File: src/rtl/link_table.sv
`default_nettype none
// ============================================================================
// Module   : link_table
// Purpose  : Per-core LL/SC reservation table. One link (valid, block tag,
//            age) per core; links are dropped by local/remote stores,
//            successful SCs, bus snoops, exceptions and an optional timeout.
//            SC pass/fail is resolved combinationally in the same cycle.
// Revision : 1.0 - initial release
// ============================================================================
module link_table #(
    parameter int NCORES  = 2,
    parameter int ADDR_W  = 32,
    parameter int BLK_OFF = 3,
    parameter int TIMEOUT = 0
) (
    input  logic                       CLK,
    input  logic                       nRST,
    input  logic [NCORES-1:0]          ll_en,
    input  logic [NCORES-1:0]          sc_req,
    input  logic [NCORES-1:0]          st_en,
    input  logic [NCORES-1:0]          exc_clr,
    input  logic [NCORES*ADDR_W-1:0]   cpu_addr,
    input  logic                       snoop_valid,
    input  logic [ADDR_W-1:0]          snoop_addr,
    input  logic [(NCORES > 1 ? $clog2(NCORES) : 1)-1:0] snoop_src,
    output logic [NCORES-1:0]          sc_ok,
    output logic [NCORES-1:0]          link_valid
);

    localparam int SRC_W = (NCORES > 1) ? $clog2(NCORES) : 1;
    localparam int TAG_W = ADDR_W - BLK_OFF;
    localparam int AGE_W = (TIMEOUT > 0) ? $clog2(TIMEOUT + 1) : 1;

    localparam logic [AGE_W-1:0] c_age_one  = 1;
    localparam logic [AGE_W-1:0] c_age_max  = '1;
    localparam logic [AGE_W-1:0] c_age_last = (TIMEOUT > 0) ? AGE_W'(TIMEOUT - 1) : '0;

    // Only the block tag of an address is ever compared, so only it is stored.
    logic [NCORES-1:0] r_valid;
    logic [TAG_W-1:0]  r_tag [NCORES];
    logic [AGE_W-1:0]  r_age [NCORES];

    logic [TAG_W-1:0]  w_cpu_tag [NCORES];
    logic [TAG_W-1:0]  w_snoop_tag;
    logic [NCORES-1:0] w_kill;
    logic [NCORES-1:0] w_pre;
    logic [NCORES-1:0] w_sc_ok;
    logic [NCORES-1:0] w_store_hit;

    // Extract the block tag of every incoming address.
    always_comb begin
        w_snoop_tag = snoop_addr[ADDR_W-1:BLK_OFF];
        for (int i = 0; i < NCORES; i++) begin
            w_cpu_tag[i] = cpu_addr[i*ADDR_W+BLK_OFF +: TAG_W];
        end
    end

    // Offset bits never take part in a match.
    generate
        if (BLK_OFF > 0) begin : g_unused
            logic w_unused;
            always_comb begin
                w_unused = ^snoop_addr[BLK_OFF-1:0];
                for (int i = 0; i < NCORES; i++) begin
                    w_unused = w_unused ^ (^cpu_addr[i*ADDR_W +: BLK_OFF]);
                end
            end
        end
    endgenerate

    // SC arbitration: the bus beats any SC, then the lowest core index wins
    // among same-block SCs; winners and plain stores invalidate remote links.
    always_comb begin
        w_kill      = '0;
        w_pre       = '0;
        w_sc_ok     = '0;
        w_store_hit = '0;
        for (int i = 0; i < NCORES; i++) begin
            w_kill[i] = snoop_valid && (snoop_src != SRC_W'(i)) && (w_snoop_tag == r_tag[i]);
            w_pre[i]  = sc_req[i] && r_valid[i] && (r_tag[i] == w_cpu_tag[i]) && !w_kill[i];
        end
        for (int i = 0; i < NCORES; i++) begin
            w_sc_ok[i] = w_pre[i];
            for (int j = 0; j < i; j++) begin
                if (w_pre[j] && (w_cpu_tag[j] == w_cpu_tag[i])) begin
                    w_sc_ok[i] = 1'b0;
                end
            end
        end
        for (int i = 0; i < NCORES; i++) begin
            for (int j = 0; j < NCORES; j++) begin
                if ((j != i) && (st_en[j] || w_sc_ok[j]) && (r_tag[i] == w_cpu_tag[j])) begin
                    w_store_hit[i] = 1'b1;
                end
            end
        end
    end

    assign sc_ok      = w_sc_ok;
    assign link_valid = r_valid;

    // Link state update in priority order: exception, LL, SC, local store,
    // remote store or snoop, timeout, then ageing of a live link.
    always_ff @(posedge CLK or negedge nRST) begin
        if (!nRST) begin
            r_valid <= '0;
            for (int i = 0; i < NCORES; i++) begin
                r_tag[i] <= '0;
                r_age[i] <= '0;
            end
        end else begin
            for (int i = 0; i < NCORES; i++) begin
                if (exc_clr[i]) begin
                    r_valid[i] <= 1'b0;
                end else if (ll_en[i]) begin
                    r_valid[i] <= 1'b1;
                    r_tag[i]   <= w_cpu_tag[i];
                    r_age[i]   <= '0;
                end else if (sc_req[i]) begin
                    r_valid[i] <= 1'b0;
                end else if (st_en[i] && (r_tag[i] == w_cpu_tag[i])) begin
                    r_valid[i] <= 1'b0;
                end else if (w_store_hit[i] || w_kill[i]) begin
                    r_valid[i] <= 1'b0;
                end else if ((TIMEOUT != 0) && r_valid[i] && (r_age[i] == c_age_last)) begin
                    r_valid[i] <= 1'b0;
                end else if (r_valid[i] && (r_age[i] != c_age_max)) begin
                    r_age[i] <= r_age[i] + c_age_one;
                end
            end
        end
    end

endmodule
`default_nettype wire

File: config.mk
export PLATFORM = sky130hd
export DESIGN_NAME = link_table
export DESIGN_NICKNAME = d
export VERILOG_FILES = /design/src/rtl/link_table.sv
export SDC_FILE = /design/constraint.sdc
export NUM_CORES = 1
export LEC_CHECK = 0
export CORE_MARGIN = 2
export CORE_UTILIZATION = 35
export CTS_CLUSTER_DIAMETER = 150
export CTS_CLUSTER_SIZE = 28
export DETAILED_ROUTE_END_ITERATION = 6
export MAX_ROUTING_LAYER = met4
export RECOVER_POWER = 50
export SLEW_MARGIN = 20
export SYNTH_ARGS = -nofsm -noshare
export SYNTH_HDL_FRONTEND = slang
export SYNTH_SLANG_ARGS = --single-unit
File: constraint.sdc
create_clock -name CLK -period 2.9 [get_ports CLK]
set_input_delay 0.435 -clock CLK [delete_from_list [all_inputs] [get_ports CLK]]
set_output_delay 0.435 -clock CLK [all_outputs]
set_load 0.005 [all_outputs]
==> metrics <==
Distinct cells, synth 33; CTS tree built; R2R depth 10; Gate Count Post-Synth 459; failing checks capacitance limit, slew limit; Worst-Margin Slew 1800 ps; Seq cells post-synth 60; clk sink count 60; clock buffer depth 2; reg2reg start r_tag[21]; Post-synth EDFFs 0; IO Port Bufs 102; post-detailed-route count of antenna-violating nets 0; Iteration-0 DRC Markers 298; Routed WL 18800 um; Syn-to-layout area delta 55.7%; critical path type register to output pin; layout cells sized above 1 28.5%; FP Rows 42; Clock Pin Slew Worst Setup and Hold Paths 50 ps; net count after synthesis 567; Avg WL per Cell 21.3 um; Main synth FF type dfrtp_1; Max VDD drop 0.265 mV; RePlAce Congestion 0.989; final worst path period share 97.8%; synthesized cell area 4760 sq um; GRT Resource Usage Total 27.3%; pin count of the biggest net entering global routing 32; status finished with violations; Ys Warns 0; number of max-cap violations 1; skew final 5.11 ps; n_diodes 0; Final Instance Area 7410 sq um; Reg-to-Reg End link_valid[1]; Die Area 14600 sq um; Hold Fails Final Rpt 0; gr ovfl total 0; post-synthesis sequential area ratio 31.5%; hold slack 564 ps; Slew Limit Fails 32; CP Capture Point sc_ok[1]; crit path DAT 2400 ps; router iterations before antenna repair 4; CTS HTree Levels 3; Post-route DRC 0; Synth area leader dfrtp_1; min-delay worst type primary input to asynchronous set/reset pin; Area after DPL 6930 sq um; vias in the first global route 4735; Clock Latency Late Sink 350 ps; Synth area leaders dfrtp_1, xor2_1, xnor2_1, mux2_1, nor4_1; first-pass GRT wire length 27700 um; Mapped Avg Cell Area 10.4 sq um; worst relative slew slack -20.0%; antenna violations before repair 0; # fillers 1197; HPWL after DPL 15500 um; core area 13200 sq um; min Tclk post-route 2840 ps; via count 4441; Worst Setup End Kind output pin; vias per std cell 5.04; die width 121 um; Layout Nets 808; top cell type's share of synthesized area 31.5%; crit path max fanout 4; ys async rst share 100%; Reg2Reg Setup Slack 340 ps; Clock Tree Root clkbuf_16; Max Freq 0.353 GHz; Die Y 121 um; Starting Density 36.0%; CP startpoint kind register; Critical path origin r_tag[21]; Required @ worst endpoint 2470 ps; pwr dens 488 nW/um^2; Hold Buf Count CTS 0; TritonCTS buffer count 9; final setup violation count 0; LEAKAGE 3.09 nW; # IOs 112
sequential cells by signal (all words and copies together) (netlist names):
name        count
r_tag          58
link_valid      2
cells by family after synthesis:
family / after synthesis / share of synthesized area [%]
compound gates: 11 / 1.81
simple gates: 117 / 14.8
mux: 58 / 13.7
buf+inv: 10 / 0.788
flops: 60 / 31.5
xor+xnor: 203 / 37.3
cells in the final DEF, fill, tap and decap left out, types with 4 or more instances in the layout:
cell type	instances
buf_4	132
clkbuf_16	9
clkdlybuf4s50_1	84
clkinv_2	5
dfrtp_1	54
dfrtp_2	6
dlygate4sd2_1	12
dlymetal6s2s_1	4
inv_1	4
mux2_1	37
mux2_2	21
nand2_1	6
nand3_1	8
nand4_1	30
nor2_1	6
nor3_1	7
nor4_1	39
nor4_2	6
xnor2_1	69
xor2_1	123
xor2_2	9
worst max-delay path, stage by stage, from the launching register on:
cell      delay (ps)
dfrtp_1          440
xor2_1           180
nor4_2           370
buf_4            180
nand4b_1         150
o41a_1           450
nand3_1          100
a31oi_1           50
clkbuf_2         120
how the worst min path moves through the flow:
stage / startpoint / endpoint / slack, ps / depth (start not counted)
4_1_cts: nRST / r_tag[35] / 190 / 1
5_1_grt: r_tag[57] / r_tag[57] / 600 / 1
3_5_place_dp: nRST / r_tag[35] / 560 / 1
3_3_place_gp: nRST / r_tag[35] / 550 / 1
6_report: nRST / r_tag[35] / 560 / 1
2_1_floorplan: nRST / link_valid[0] / 140 / 0
routing by layer:
layer / vias to the layer above / GRT usage, % / wire (um)
li1: 2126 / - / -
met1: 2176 / 35.3 / 8380
met2: 118 / 43.9 / 8960
met3: 21 / 3.96 / 1030
met4: 0 / 9.30 / 376
met5: - / - / 0
stage by stage:
step | setup slack, ps | power (mW) | util, % | TNS (ps) | cells
2_1_floorplan | 809 | 1.72 | - | 0 | 459
3_3_place_gp | -529 | 2.50 | 52.4 | -883 | 857
3_5_place_dp | -517 | 2.51 | 52.4 | -860 | 857
4_1_cts | -64.7 | 3.62 | 55.7 | -64.7 | 880
5_1_grt | -7.64 | 3.78 | 56.0 | -7.64 | 881
6_report | 64.6 | 3.62 | 56.0 | 0 | 881
layout make-up:
class / count / area, sq um / share of cell area [%]
Multi-Input combinational cell: 389 / 3380 / 45.6
Timing Repair Buffer: 236 / 2010 / 27.1
Clock buffer: 10 / 229 / 3.09
Clock inverter: 6 / 55.1 / 0.742
Sequential cell: 60 / 1510 / 20.4
Tap cell: 176 / 220 / 2.97
Inverter: 4 / 15.0 / 0.202
cells in the mapped netlist, types with 2 or more instances:
master    count
xnor2_1      71
dfrtp_1      60
clkbuf_1      6
inv_1         4
xor2_1      132
nand3_1       8
mux2_2       21
nand4b_1      3
nor3_1        7
nand2_1       6
nand2b_1      3
nand4_1      30
nor2_1        6
or4_1         2
nor4_1       46
mux2_1       37
repair_timing:
action / in CTS / in global routing
pin swaps: 11 / 5
hold endpoints to repair: 0 / 0
buffers inserted: 7 / 1
resized for setup: 37 / 11
setup endpoints to repair: 2 / 1
where the power goes:
part	internal (mW)	switching, mW	total (mW)	leakage, nW
Clock	0.656	0.395	1.05	0.146
Combinational	0.721	0.695	1.42	2.24
Sequential	0.963	0.188	1.15	0.700
Total	2.34	1.28	3.62	3.09
No activity file was read; power rests on OpenSTA's default activity.
